### config.mk
export PLATFORM = sky130hd
export DESIGN_NAME = coin_acceptor
export DESIGN_NICKNAME = d
export VERILOG_FILES = /design/src/rtl/vm_pkg.sv /design/src/rtl/coin_debounce.sv /design/src/rtl/coin_acceptor.sv
export SDC_FILE = /design/constraint.sdc
export NUM_CORES = 1
export LEC_CHECK = 0
export CORE_MARGIN = 5
export CORE_UTILIZATION = 50
export DETAILED_ROUTE_END_ITERATION = 8
export PLACE_DENSITY = 0.74
export SKIP_CTS_REPAIR_TIMING = 1
export SLEW_MARGIN = 10
export SYNTH_ARGS = -nofsm -noshare
export SYNTH_HDL_FRONTEND = slang
export SYNTH_HIERARCHICAL = 1
export SYNTH_SLANG_ARGS = --single-unit
export TNS_END_PERCENT = 100
### constraint.sdc
create_clock -name clk -period 4.25 [get_ports clk]
set_input_delay 0.85 -clock clk [delete_from_list [all_inputs] [get_ports clk]]
set_output_delay 0.85 -clock clk [all_outputs]
set_load 0.02 [all_outputs]
### src/rtl/vm_pkg.sv
// vm_pkg: definitions shared by the vending-machine front end.
//   DOL_* : 2-bit credit codes carried on the dol bus to the vending FSM.
//   deb_state_t : per-channel coin debounce state.
package vm_pkg;

  localparam logic [1:0] DOL_NONE  = 2'd0;
  localparam logic [1:0] DOL_ONE   = 2'd1;
  localparam logic [1:0] DOL_TWO   = 2'd2;
  localparam logic [1:0] DOL_THREE = 2'd3;

  typedef enum logic [1:0] {
    IDLE    = 2'd0,
    ARMING  = 2'd1,
    HELD    = 2'd2,
    RELEASE = 2'd3
  } deb_state_t;

endpackage

### src/rtl/coin_debounce.sv
// coin_debounce: synchronises and debounces one raw coin-sensor line.
//
// State table:
//   state   | meaning
//   IDLE    | no coin present; waiting for the synchronised line to rise
//   ARMING  | line high, counting stable high samples toward acceptance
//   HELD    | coin accepted (or present since reset); no further events
//   RELEASE | line low, counting stable low samples toward IDLE
//
// Ports:
//   clk   in  clock
//   reset in  asynchronous, active-high; clears all state
//   raw   in  asynchronous sensor line, high = coin present
//   ev    out registered one-cycle pulse when a press is accepted
//
// The counter runs down: it is loaded with DEBOUNCE_CYCLES-1 on entry to
// ARMING/RELEASE and the state completes when a further matching sample
// arrives with the counter at 1.
module coin_debounce
  import vm_pkg::*;
#(
  parameter int DEBOUNCE_CYCLES = 16,
  parameter int CNT_W           = 5
) (
  input  logic clk,
  input  logic reset,
  input  logic raw,
  output logic ev
);

  localparam logic [CNT_W-1:0] CNT_LOAD = CNT_W'(DEBOUNCE_CYCLES - 1);
  localparam logic [CNT_W-1:0] CNT_TERM = CNT_W'(1);

  logic             sync_q1;
  logic             sync_q2;
  logic [1:0]       live_q;
  logic             ready_q;
  logic             ready_d;
  logic [CNT_W-1:0] cnt_q;
  logic [CNT_W-1:0] cnt_d;
  logic             ev_d;
  deb_state_t       state_q;
  deb_state_t       state_d;

  logic sync;
  logic live;

  assign sync = sync_q2;
  // The synchroniser output is a reset artefact for the first two edges
  // after reset release; live marks when it reflects a real sample.
  assign live = live_q[1];

  always_ff @(posedge clk or posedge reset) begin
    if (reset) begin
      sync_q1 <= 1'b0;
      sync_q2 <= 1'b0;
      live_q  <= 2'b00;
      ready_q <= 1'b0;
      cnt_q   <= '0;
      ev      <= 1'b0;
      state_q <= IDLE;
    end else begin
      sync_q1 <= raw;
      sync_q2 <= sync_q1;
      live_q  <= {live_q[0], 1'b1};
      ready_q <= ready_d;
      cnt_q   <= cnt_d;
      ev      <= ev_d;
      state_q <= state_d;
    end
  end

  // Until the line has been seen low for a full debounce window after
  // reset (ready_q), a high line is treated as an already-held coin so a
  // sensor stuck high through reset never produces credit.
  always_comb begin
    state_d = state_q;
    case (state_q)
      IDLE: begin
        if (live) begin
          if (sync)         state_d = ready_q ? ARMING : HELD;
          else if (!ready_q) state_d = RELEASE;
        end
      end
      ARMING: begin
        if (!sync)                 state_d = IDLE;
        else if (cnt_q == CNT_TERM) state_d = HELD;
      end
      HELD: begin
        if (!sync) state_d = RELEASE;
      end
      RELEASE: begin
        if (sync)                  state_d = HELD;
        else if (cnt_q == CNT_TERM) state_d = IDLE;
      end
      default: state_d = IDLE;
    endcase
  end

  always_comb begin
    cnt_d   = cnt_q;
    ev_d    = 1'b0;
    ready_d = ready_q;
    case (state_q)
      IDLE: begin
        if (live) begin
          if (sync)          cnt_d = ready_q ? CNT_LOAD : '0;
          else if (!ready_q) cnt_d = CNT_LOAD;
        end
      end
      ARMING: begin
        if (!sync) begin
          cnt_d = '0;
        end else if (cnt_q == CNT_TERM) begin
          cnt_d = '0;
          ev_d  = 1'b1;
        end else begin
          cnt_d = cnt_q - CNT_W'(1);
        end
      end
      HELD: begin
        if (!sync) cnt_d = CNT_LOAD;
      end
      RELEASE: begin
        if (sync) begin
          cnt_d = '0;
        end else if (cnt_q == CNT_TERM) begin
          cnt_d   = '0;
          ready_d = 1'b1;
        end else begin
          cnt_d = cnt_q - CNT_W'(1);
        end
      end
      default: cnt_d = '0;
    endcase
  end

endmodule

### src/rtl/coin_acceptor.sv
// coin_acceptor: turns the $1/$2 coin sensor lines into the 2-bit dol
// credit code for the vending FSM.
//
// Ports:
//   clk          in  clock
//   reset        in  asynchronous, active-high
//   coin1_raw    in  $1 slot sensor (asynchronous)
//   coin2_raw    in  $2 slot sensor (asynchronous)
//   vend_in      in  vending FSM change output; credit is held while high
//   dol          out registered credit code 0..3, one cycle per emission
//   coin_reject  out registered pulse when summed credit exceeded 3
//   credit_total out running dollar count on dol
//
// Build option: define COIN_ACCEPTOR_COUNT_EN to build the 16-bit
// credit_total counter; otherwise credit_total is tied to zero.
module coin_acceptor
  import vm_pkg::*;
#(
  parameter int DEBOUNCE_CYCLES = 16,
  parameter int CNT_W           = 5
) (
  input  logic        clk,
  input  logic        reset,
  input  logic        coin1_raw,
  input  logic        coin2_raw,
  input  logic        vend_in,
  output logic [1:0]  dol,
  output logic        coin_reject,
  output logic [15:0] credit_total
);

  logic       ev1;
  logic       ev2;
  logic [1:0] pend_q;
  logic [2:0] sum;
  logic       over;
  logic [1:0] sat;

  coin_debounce #(
    .DEBOUNCE_CYCLES (DEBOUNCE_CYCLES),
    .CNT_W           (CNT_W)
  ) u_deb1 (
    .clk   (clk),
    .reset (reset),
    .raw   (coin1_raw),
    .ev    (ev1)
  );

  coin_debounce #(
    .DEBOUNCE_CYCLES (DEBOUNCE_CYCLES),
    .CNT_W           (CNT_W)
  ) u_deb2 (
    .clk   (clk),
    .reset (reset),
    .raw   (coin2_raw),
    .ev    (ev2)
  );

  always_comb begin
    sum  = {1'b0, pend_q}
         + (ev1 ? {1'b0, DOL_ONE} : 3'd0)
         + (ev2 ? {1'b0, DOL_TWO} : 3'd0);
    over = (sum > 3'd3);
    sat  = over ? DOL_THREE : sum[1:0];
  end

  // While the FSM is vending it ignores dol, so credit is parked in pend
  // and released on the first cycle with vend_in low.
  always_ff @(posedge clk or posedge reset) begin
    if (reset) begin
      dol         <= DOL_NONE;
      pend_q      <= DOL_NONE;
      coin_reject <= 1'b0;
    end else begin
      coin_reject <= over;
      if (vend_in) begin
        dol    <= DOL_NONE;
        pend_q <= sat;
      end else begin
        dol    <= sat;
        pend_q <= DOL_NONE;
      end
    end
  end

`ifdef COIN_ACCEPTOR_COUNT_EN
  always_ff @(posedge clk or posedge reset) begin
    if (reset) credit_total <= 16'd0;
    else       credit_total <= credit_total + {14'd0, dol};
  end
`else
  assign credit_total = 16'd0;
`endif

endmodule

==> results.sh <==
export IMPL_outcome="finished clean"
export IMPL_yosysUniqueCellTypes=55
export IMPL_io_pin_count=24
export IMPL_core_area_um2=3420
export IMPL_fillCellCount=296
export IMPL_io_buffer_count=7
export IMPL_insertedDiodeCount=0
export IMPL_crit_arrival_ps=1260
export IMPL_synth_top_area_share_pct=43.1
export IMPL_vias=1278
export IMPL_final_layout_size_suffix_gt1_share_pct=10.0
export IMPL_synthCells=182
export IMPL_finalHoldViolations=0
export IMPL_synth_edf_count=0
export IMPL_fmax_mhz=473
export IMPL_clkPwrFrac_pct=19.3
export IMPL_tightest_slew_ps=656
export IMPL_clk_insertion_delay_late_ps=330
export IMPL_crit_family="buffers and inverters"
export IMPL_hold_ws_ps=356
export IMPL_power_density_nw_per_um2=655
export IMPL_slew_headroom_pct=55.6
export IMPL_cp_slowest_stage_delay_ps=600
export IMPL_antenna_found_initial=0
export IMPL_htree_levels=2
export IMPL_grt_first_pass_wirelength_um=5460
export IMPL_dieWidth_um=70.0
export IMPL_min_period_ps=2110
export IMPL_synth_area_leader_cell="dfrtp_1"
export IMPL_worstPathRequired_ps=3400
export IMPL_comb_power_share_pct=38.8
export IMPL_drv_slew=0
export IMPL_placedCellCount=228
export IMPL_postSynth_asyncResetShare_pct=100
export IMPL_grtUsageTotal_pct=13.7
export IMPL_die_y_um=70.0
export IMPL_p_sw_mw=0.504
export IMPL_wire_per_inst_um=13.4
export IMPL_wl_um=3160
export IMPL_firstDrtPassIters=4
export IMPL_rows=21
export IMPL_grt_ovfl_total=0
export IMPL_multiInputGateArea_um2=833
export IMPL_clkSinkCount=31
export IMPL_drc=0
export IMPL_area_growth_pct=6.12
export IMPL_end_kind="output pin"
export IMPL_internal_power_mw=0.747
export IMPL_hpwl_um=2340
export IMPL_clk_pin_slew_ps=100
export IMPL_crit_slowest_cell="clkdlybuf4s50_1"
export IMPL_seq_area_frac_synth_pct=43.1
export IMPL_finalNonFillerCells=236
export IMPL_leakagePower_nw=0.857
export IMPL_grt_start_max_net_pins=17
export IMPL_cts_buffers=5
export IMPL_fin_crit_sh_pct=49.7
export IMPL_ir_drop_mv=0.343
export IMPL_cts_root_buffer="clkbuf_4"
export IMPL_path_class="flop to output pin"
export IMPL_finalNetCount=200
export IMPL_drtIter0Drc=150
export IMPL_gp_congestion=0.902
export IMPL_start_util_pct=52.7
export IMPL_hold_path_class="flop to flop"
export IMPL_yosysMostFrequentCell="dfrtp_1"
export IMPL_first_global_vias=1231
export IMPL_cts_buffer_depth=2
export IMPL_path_cells="clkdlybuf4s50_1"
export IMPL_cap_violations=0
export IMPL_yosys_register_bits=31
export IMPL_cp_max_fo=1
export IMPL_fin_skew_ps=9.96
export IMPL_tns_ps=0
export IMPL_worst_path_buf_inv=1
export IMPL_synth_area_leaders="dfrtp_1, buf_4, inv_1"
export IMPL_yosys_warnings=6
export IMPL_rsz0062_at_grt="no"
export IMPL_ff_latch_area_um2=776
export IMPL_setup_viol=0
export IMPL_netlist_area_um2=1800
export IMPL_p_sw_share_pct=40.3
export IMPL_yosys_most_used_dff="dfrtp_1"
export IMPL_vias_per_cell=5.42
export IMPL_postRouteAntennaNets=0
export IMPL_die_area_um2=4900
export IMPL_cts_tree="built"
export IMPL_critPathLaunchType="flop"
export IMPL_syn_avg_cell_area_um2=9.89
export IMPL_pwr_share_seq_pct=41.9
export IMPL_yosys_top_cells_count="dfrtp_1, inv_1, buf_4, nor2_1, o21ai_0"
-- placed cells by master, fill, tap and decap left out, types with 2 or more instances in the layout --
master            n
nor3b_1           3
a41oi_1           2
nor4_1            2
mux2i_1           3
nor3_1            4
inv_1            22
a211oi_1          3
or3_1             2
a21oi_1           7
clkbuf_4          5
o21ai_0           9
xnor2_1           3
ha_1              5
nand2_1           6
o211ai_1          3
clkdlybuf4s50_1   7
nor2_1            9
o2111a_1          2
o31ai_1           2
nor2b_1           3
nor4b_2           2
conb_1           18
dfrtp_1          31
nand2b_1          5
-- stage by stage --
step	power [mW]	area [µm²]	setup slack (ps)	util, %
after floorplan	0.917	1860	2670	-
after global placement	0.974	1820	2500	53.4
after detailed placement	1.00	1820	2480	53.4
after CTS	1.25	1910	2110	55.9
after global routing	1.35	1910	2080	55.9
final	1.25	1910	2140	55.9
-- sequential cells by signal, summed over array words and instances, names as in the netlist, named ones only --
name and flops:
coin_reject 1, dol 2, pend_q 2, u_deb1/cnt_q 5, u_deb1/ev 1, u_deb1/live_q 2
u_deb1/ready_q 1, u_deb1/state_q 1, u_deb1/sync 1, u_deb1/sync_q1 1, u_deb2/cnt_q 5, u_deb2/ev 1
u_deb2/live_q 2, u_deb2/ready_q 1, u_deb2/state_q 1, u_deb2/sync 1, u_deb2/sync_q1 1
-- routing by layer --
| metal | track usage [%] | vias up | wire [µm] |
|---|---|---|---|
| met4 | 5.32 | 0 | 53 |
| met5 | 0 | - | 0 |
| li1 | - | 609 | - |
| met1 | 16.3 | 632 | 1380 |
| met3 | 3.73 | 6 | 130 |
| met2 | 23.4 | 31 | 1600 |
-- cells by family after synthesis --
kind of cell / count (synthesis) / share of synthesized area (%)
AO/OA/AOI/OAI: 43 / 18.1
adder cells (fa/ha/maj): 6 / 4.59
flip-flops: 31 / 43.1
buffers and inverters: 45 / 13.7
multiplexers: 3 / 1.67
AND/OR/NAND/NOR: 48 / 16.8
XOR/XNOR: 3 / 1.46
other: 3 / 0.626
-- power by group through the flow --
stage	combinational, mW	clock, mW	sequential, mW
floorplan	0.460	0	0.457
global placement	0.457	0	0.517
detailed placement	0.480	0	0.523
CTS	0.484	0.250	0.518
global route	0.545	0.264	0.541
finish	0.485	0.242	0.524
-- final timing paths --
| kind | start | endpoint | slack (ps) | cells after the start |
|---|---|---|---|---|
| worst max-delay path | dol[1] | dol[1] | 2140 | 1 |
| worst max register to register | u_deb1/cnt_q[0] | u_deb1/cnt_q[4] | 2530 | 5 |
| worst min-delay path | u_deb1/live_q[0] | u_deb1/live_q[1] | 360 | 0 |
| min in group asynchronous | reset | dol[0] | 790 | 2 |
| worst min register to register | u_deb1/live_q[0] | u_deb1/live_q[1] | 360 | 0 |
| max in group asynchronous | reset | u_deb2/live_q[0] | 3010 | 2 |
-- layout make-up --
cell class,instances,share of cell area (%)
tap,46,3.01
inverter,23,4.52
multi-input combinational,121,43.6
clock inverter,2,1.83
sequential,31,40.6
clock buffer,6,2.69
timing repair buffer,7,3.67
No activity file was read; power rests on OpenSTA's default activity.
